## config.mk

```make
export PLATFORM = sky130hd
export DESIGN_NAME = uart_rx_ctrl
export DESIGN_NICKNAME = d
export VERILOG_FILES = /design/src/rtl/uart_rx_ctrl.sv
export SDC_FILE = /design/constraint.sdc
export NUM_CORES = 1
export LEC_CHECK = 0
export ABC_CLOCK_PERIOD_IN_PS = 3700
export CAP_MARGIN = 15
export CORE_MARGIN = 4
export CORE_UTILIZATION = 42
export CTS_BUF_LIST = sky130_fd_sc_hd__clkbuf_4 sky130_fd_sc_hd__clkbuf_8 sky130_fd_sc_hd__clkbuf_16
export CTS_CLUSTER_DIAMETER = 50
export DETAILED_ROUTE_END_ITERATION = 10
export SYNTH_ARGS = -nofsm -noshare
export SYNTH_HDL_FRONTEND = slang
export SYNTH_SLANG_ARGS = --single-unit
```

## constraint.sdc

```tcl
create_clock -name clk -period 3.7 [get_ports clk]
set_input_delay 0.925 -clock clk [delete_from_list [all_inputs] [get_ports clk]]
set_output_delay 0.925 -clock clk [all_outputs]
set_load 0.02 [all_outputs]
```

## src/rtl/uart_rx_ctrl.sv

```systemverilog
// Receive-side sequencer for an oversampling UART: detects the start bit, drives the
// baud generator via byte_en/rx_done, majority-votes each bit and delivers 8N1 bytes.
module uart_rx_ctrl #(
    parameter int DATA_BITS      = 8,
    parameter int OVERSAMPLE     = 9,
    parameter int TIMEOUT_CYCLES = 65535
) (
    input  logic                 clk,
    input  logic                 rst,
    input  logic                 rx,
    input  logic                 bps_clk,
    output logic                 byte_en,
    output logic                 rx_done,
    output logic [DATA_BITS-1:0] data,
    output logic                 data_valid,
    output logic                 frame_err
);

    localparam int BIT_W = 3;
    localparam int WD_W  = $clog2(TIMEOUT_CYCLES + 1);
    localparam logic [3:0]      TICK_LAST = 4'(OVERSAMPLE - 1);
    localparam logic [BIT_W-1:0] BIT_LAST = BIT_W'(DATA_BITS - 1);
    localparam logic [WD_W-1:0]  WD_LAST  = WD_W'(TIMEOUT_CYCLES - 1);

    typedef enum logic [1:0] {IDLE, START, DATA, STOP} state_t;

    state_t               state_reg, state_next;
    logic                 rx_meta_reg, rx_sync_reg, rx_prev_reg;
    logic [3:0]           tick_cnt_reg, tick_cnt_next;
    logic [BIT_W-1:0]     bit_cnt_reg, bit_cnt_next;
    logic [1:0]           vote_cnt_reg, vote_cnt_next;
    logic [DATA_BITS-1:0] shift_data_reg, shift_data_next;
    logic [WD_W-1:0]      wd_cnt_reg, wd_cnt_next;
    logic [DATA_BITS-1:0] data_reg, data_next;
    logic                 byte_en_reg, byte_en_next;
    logic                 rx_done_reg, rx_done_next;
    logic                 data_valid_reg, data_valid_next;
    logic                 frame_err_reg, frame_err_next;

    logic       fall;
    logic       decide;
    logic       wrap;
    logic       timeout;
    logic [2:0] vote_sum;
    logic       majority;

    assign fall     = rx_prev_reg & ~rx_sync_reg;
    assign decide   = bps_clk && (tick_cnt_reg == 4'd5);
    assign wrap     = bps_clk && (tick_cnt_reg == TICK_LAST);
    assign timeout  = (state_reg != IDLE) && !bps_clk && (wd_cnt_reg == WD_LAST);
    // Ticks 3 and 4 are already accumulated; the tick-5 sample joins combinationally.
    assign vote_sum = {1'b0, vote_cnt_reg} + {2'b00, rx_sync_reg};
    assign majority = (vote_sum >= 3'd2);

    always_comb begin
        state_next      = state_reg;
        tick_cnt_next   = tick_cnt_reg;
        bit_cnt_next    = bit_cnt_reg;
        vote_cnt_next   = vote_cnt_reg;
        shift_data_next = shift_data_reg;
        wd_cnt_next     = '0;
        data_next       = data_reg;
        byte_en_next    = 1'b0;
        rx_done_next    = 1'b0;
        data_valid_next = 1'b0;
        frame_err_next  = 1'b0;

        if (state_reg != IDLE) begin
            wd_cnt_next = bps_clk ? '0 : wd_cnt_reg + 1'b1;
            if (bps_clk) begin
                tick_cnt_next = wrap ? 4'd0 : tick_cnt_reg + 4'd1;
                if (tick_cnt_reg == 4'd3 || tick_cnt_reg == 4'd4)
                    vote_cnt_next = vote_cnt_reg + {1'b0, rx_sync_reg};
                else if (decide)
                    vote_cnt_next = 2'd0;
            end
        end

        unique case (state_reg)
            IDLE: begin
                if (fall) begin
                    byte_en_next  = 1'b1;
                    tick_cnt_next = 4'd0;
                    bit_cnt_next  = '0;
                    vote_cnt_next = 2'd0;
                    state_next    = START;
                end
            end
            START: begin
                if (decide && majority) begin
                    rx_done_next = 1'b1;
                    state_next   = IDLE;
                end else if (wrap) begin
                    state_next = DATA;
                end
            end
            DATA: begin
                if (decide)
                    shift_data_next = {majority, shift_data_reg[DATA_BITS-1:1]};
                if (wrap) begin
                    if (bit_cnt_reg == BIT_LAST) begin
                        bit_cnt_next = '0;
                        state_next   = STOP;
                    end else begin
                        bit_cnt_next = bit_cnt_reg + 1'b1;
                    end
                end
            end
            STOP: begin
                // Decide mid stop bit so the next start edge can never be missed.
                if (decide) begin
                    rx_done_next = 1'b1;
                    state_next   = IDLE;
                    if (majority) begin
                        data_next       = shift_data_reg;
                        data_valid_next = 1'b1;
                    end else begin
                        frame_err_next = 1'b1;
                    end
                end
            end
            default: state_next = IDLE;
        endcase

        if (timeout) begin
            state_next      = IDLE;
            rx_done_next    = 1'b1;
            data_valid_next = 1'b0;
            frame_err_next  = 1'b0;
            data_next       = data_reg;
        end
    end

    always_ff @(posedge clk) begin
        if (rst) begin
            rx_meta_reg    <= 1'b1;
            rx_sync_reg    <= 1'b1;
            rx_prev_reg    <= 1'b1;
            state_reg      <= IDLE;
            tick_cnt_reg   <= 4'd0;
            bit_cnt_reg    <= '0;
            vote_cnt_reg   <= 2'd0;
            shift_data_reg <= '0;
            wd_cnt_reg     <= '0;
            data_reg       <= '0;
            byte_en_reg    <= 1'b0;
            rx_done_reg    <= 1'b0;
            data_valid_reg <= 1'b0;
            frame_err_reg  <= 1'b0;
        end else begin
            rx_meta_reg    <= rx;
            rx_sync_reg    <= rx_meta_reg;
            rx_prev_reg    <= rx_sync_reg;
            state_reg      <= state_next;
            tick_cnt_reg   <= tick_cnt_next;
            bit_cnt_reg    <= bit_cnt_next;
            vote_cnt_reg   <= vote_cnt_next;
            shift_data_reg <= shift_data_next;
            wd_cnt_reg     <= wd_cnt_next;
            data_reg       <= data_next;
            byte_en_reg    <= byte_en_next;
            rx_done_reg    <= rx_done_next;
            data_valid_reg <= data_valid_next;
            frame_err_reg  <= frame_err_next;
        end
    end

    assign byte_en    = byte_en_reg;
    assign rx_done    = rx_done_reg;
    assign data       = data_reg;
    assign data_valid = data_valid_reg;
    assign frame_err  = frame_err_reg;

endmodule
```

======== Word level (Yosys, flattened, before mapping) ========
Index checks and enable logic that the tools add are counted.
operators by class
  mux-type cells .......................... 29
  $add $sub $neg .......................... 5
  $lt $le $gt $ge ......................... 1
  reduce and logical (&&, ||, !) cells .... 18
  shift operators ......................... 0
  bitwise operators ....................... 7
  $mul .................................... 0
  equality and inequality tests ........... 14
  div/mod/pow operators ................... 0
operators by type and width
  kind                                                              count
  2-bit two-way mux                                                 12
  4-bit two-way mux                                                 5
  16-bit by 1-bit adder with 16-bit output (second input constant)  1
  16-bit == test (second input constant)                            1
  3-bit two-way mux                                                 3
  4-bit by 3-bit == test with 1-bit output (second input constant)  2
  2-bit inequality test (second input constant)                     4
  2-bit one-hot mux with 4 select lines                             1
  1-bit two-way mux                                                 6
  1-bit NOT                                                         6
  3-bit one-hot mux with 2 select lines                             1
  1-bit logical AND                                                 5
  5-bit AND reduction                                               1
  4-bit by 1-bit adder with 4-bit output (second input constant)    1
  2-bit == test (second input constant)                             2
  4-bit by 2-bit == test with 1-bit output (second input constant)  1
  4-bit == test (second input constant)                             1
  4-bit AND reduction                                               1
  2-bit nonzero test                                                2
  2-bit OR reduction                                                2
  4-bit OR reduction                                                1
  2-bit by 1-bit adder with 3-bit output                            1
  3-bit by 1-bit adder with 3-bit output (second input constant)    1
  3-bit == test (second input constant)                             1
  other kinds (12)                                                  12
word-level totals
  word-level logic and storage cells ...... 88
  output and inout bits ................... 12
  input bits .............................. 4
  register bits ........................... 50
  ROM bits ................................ 0
  bits in latches ......................... 0
  memories kept ........................... 0
  memory bits (writable) .................. 0

======== Depth between registers and ports, before layout ========
  word-level depth ........................ 8
  mapped depth ............................ 8

======== Worst setup path before layout ========
OpenSTA, ideal clock, no wires.
  path kind ............................... input port to flip-flop
  from .................................... in bps_clk
  to ...................................... reg wd_cnt_reg[10]
  stages on the path ...................... 5
  arrival ................................. 1.979 ns
  required time ........................... 3.641 ns
  path slack .............................. 1.661 ns
  cell sequence ........................... o21bai_1 or2_1 buf_2 or4_1 nand2_1
between the ends
  word-level cells in the longest chain between the ends .. 1
RTL lines
  item                          RTL line  source
  from (decl)                   11        input logic bps_clk,
  3-bit OR reduction (no line)  --
  to (signal assigned)          159       wd_cnt_reg <= wd_cnt_next;
  to (decl)                     33        logic [WD_W-1:0] wd_cnt_reg, wd_cnt_next;
Every way passes these cells.
A chain may end at the register's enable or synchronous reset.

======== Worst setup path in the final report ========
Same ends and word-level chain as after synthesis.

==> results.py <==
metrics = {
    "clocking": {
        "cts_tree": "built",
        "clk_path_buf_depth": 2,
        "cts_buffers": 5,
        "holdBufCountCts": 0,
        "path_clk_slew_ns": 0.09,
        "cts.sinks": 50,
        "htreeDepth": 2,
        "post_cts_buffers": 0,
        "cts_resized": 0,
        "root_buffer": "clkbuf_8",
        "clock_latency_ns": 0.30,
    },
    "power": {
        "totalPowerFinal_uw": 955,
        "combPwrFrac_pct": 2.4,
        "switching_share_pct": 19.7,
        "peakVddDrop_v": 0.000174,
        "intPower_uw": 766,
        "power_density_mw_per_mm2": 385,
        "clockPowerShare_pct": 40.7,
        "power_frac_seq_pct": 57.0,
        "switchingPower_uw": 188,
        "p_leak_uw": 0.000848,
    },
    "global_routing": {
        "grt_pass1_wl_mm": 6.67,
        "grt_max_degree": 30,
        "grt_pass1_vias": 1510,
        "antenna_found_initial": 0,
        "grt_usage_pct": 13.3,
        "gr-total-overflow": 0,
    },
    "floorplanning": {
        "die_x_um": 79.7,
        "fp-row-count": 25,
        "core_area_mm2": 0.00485,
        "die_height_um": 79.7,
        "start_util_pct": 44.5,
        "die-area_mm2": 0.00635,
        "ios": 16,
    },
    "timing": {
        "period_share_pct": 66.7,
        "clock_skew_ns": 0.00291,
        "slew_headroom_pct": 62.0,
        "final_max_slew_viol_count": 0,
        "rsz0062_at_grt": "false",
        "fin_tns_setup_ns": 0,
        "worst_pin_slew_ns": 0.555,
        "post-route-min-period_ns": 2.47,
        "timing.fmax_mhz": 405,
        "hold_viol": 0,
        "setup_viol": 0,
    },
    "synth": {
        "seq_area_frac_synth_pct": 46.4,
        "synth_async_sr_flop_share_pct": 0,
        "synth-edff-count": 0,
        "synth_nets": 250,
        "syn_avg_cell_area_um2": 9.15,
        "synthCells": 236,
        "synth-seq-cells": 50,
        "syn_area_mm2": 0.00216,
        "synth_ff_type": "dfxtp_1",
        "ys_warn_count": 0,
        "yosysUniqueCellTypes": 38,
    },
    "finish": {
        "final_cells": 318,
        "antennaDiodeCount": 0,
        "fin_util_pct": 51.2,
        "final_area_mm2": 0.00248,
        "regArea_mm2": 0.00100,
        "largest_reg_flops": 16,
        "area_growth_pct": 15.0,
        "fillerInstances": 479,
        "drive_gt1_share_pct": 5.98,
        "final_nets": 264,
        "multi_input_area_mm2": 0.00109,
    },
    "placement": {
        "dpl.hpwl_mm": 2.81,
        "gp_congestion": 0.770,
        "dp_cells": 310,
        "placedInstanceArea_mm2": 0.00237,
        "numPortBuffers": 15,
    },
    "outcome": {
        "status": "finished, final reports clean",
    },
    "critical_path": {
        "cp.required_ns": 3.95,
        "crit_type": "in -> reg",
        "path_max_fanout": 15,
        "endpoint_kind": "flip-flop",
        "arrival_ns": 2.72,
        "ff2ff_path_depth": 8,
        "startpoint_type": "input pin",
    },
    "routing": {
        "drc": 0,
        "drt-vias-per-instance": 5.03,
        "ant_nets": 0,
        "wl_per_cell_um": 12.3,
        "dr.pass1.iters": 4,
        "drtIter0Drc": 82,
        "dr_total_vias": 1601,
        "totalWireLength_mm": 3.92,
    },
    "worst_hold_path": {
        "whs_path_depth": 1,
        "hp-class": "reg -> reg",
    },
    "job": {
        "cap_violations": 0,
    },
}
cells in the final DEF (no fill, tap or decap), types with 9 or more instances in the layout:
| master | count |
|---|---|
| dfxtp_1 | 50 |
| nor2_1 | 37 |
| mux2i_1 | 19 |
| clkdlybuf4s50_1 | 15 |
| nand2_1 | 12 |
| a21oi_1 | 11 |
| nand3_1 | 10 |
| ha_1 | 10 |
| o21ai_0 | 9 |
stage by stage:
stage / setup slack [ns] / hold slack, ns
2_1_floorplan: 1.66 / 0.389
3_3_place_gp: 0.927 / 0.398
3_5_place_dp: 0.921 / 0.403
4_1_cts: 1.24 / 0.424
5_1_grt: 1.15 / 0.445
6_report: 1.23 / 0.418
synth_stat cells (4+ instances only):
master    count  area share [%]
dfxtp_1      50              46
nor2_1       37             6.4
mux2i_1      19             8.8
nand2_1      12             2.1
a21oi_1      11             2.6
ha_1         10             5.8
nand3_1      10             2.3
o21ai_0       9             2.1
inv_1         6             1.0
nand4_1       6             1.7
or3_1         6             1.7
buf_2         5             1.2
clkbuf_1      5            0.87
xnor2_1       5             2.0
and3_1        4             1.2
nor3_1        4            0.93
xor2_1        4             1.6
power by group through the flow:
stage	clock network [uW]	registers [uW]	logic [uW]
finish	388	544	22.5
global route	421	544	25.4
CTS	401	544	23.0
detailed placement	0	557	22.9
global placement	0	556	23.1
floorplan	0	555	15.3
critical path, cell delays in order:
cell,delay (ns)
clkdlybuf4s50_1,0.47
o21bai_1,0.24
or2_1,0.45
or4_1,0.56
nand2_1,0.07
worst paths after layout:
| kind | startpoint | end | slack, ns |
|---|---|---|---|
| setup reg to reg | rx_sync_reg | data[6] | 1.56 |
| hold / removal | rx_meta_reg | rx_sync_reg | 0.42 |
| hold reg to reg | rx_meta_reg | rx_sync_reg | 0.42 |
| setup / recovery | bps_clk | wd_cnt_reg[10] | 1.23 |
layer usage:
layer  wire, um  global-route usage [%]  vias up
li1           -                       -      848
met1       1880                    15.6      735
met2       1870                    23.2       11
met3         95                    3.05        7
met4         70                    5.67        0
met5          0                       0        -
kinds of logic (layout without fill, tap and decap cells):
logic type,after synthesis,count (layout),share of synthesized area (%)
and+or+nand+nor,101,101,23.9
DFF,50,50,46.4
AOI/OAI and AO/OA,30,30,8.06
muxes,19,19,8.81
buffers and inverters,17,32,3.42
adders and majority gates,10,10,5.80
xor gates and xnor gates,9,9,3.65
layout make-up:
| cell class | instances | area share, % |
|---|---|---|
| inverter | 6 | 0.907 |
| sequential | 50 | 40.3 |
| clock buffer | 7 | 3.38 |
| timing repair buffer | 18 | 6.96 |
| multi-input combinational | 169 | 43.9 |
| tap | 67 | 3.38 |
| clock inverter | 1 | 1.21 |
(Power assumes the default switching activity.)
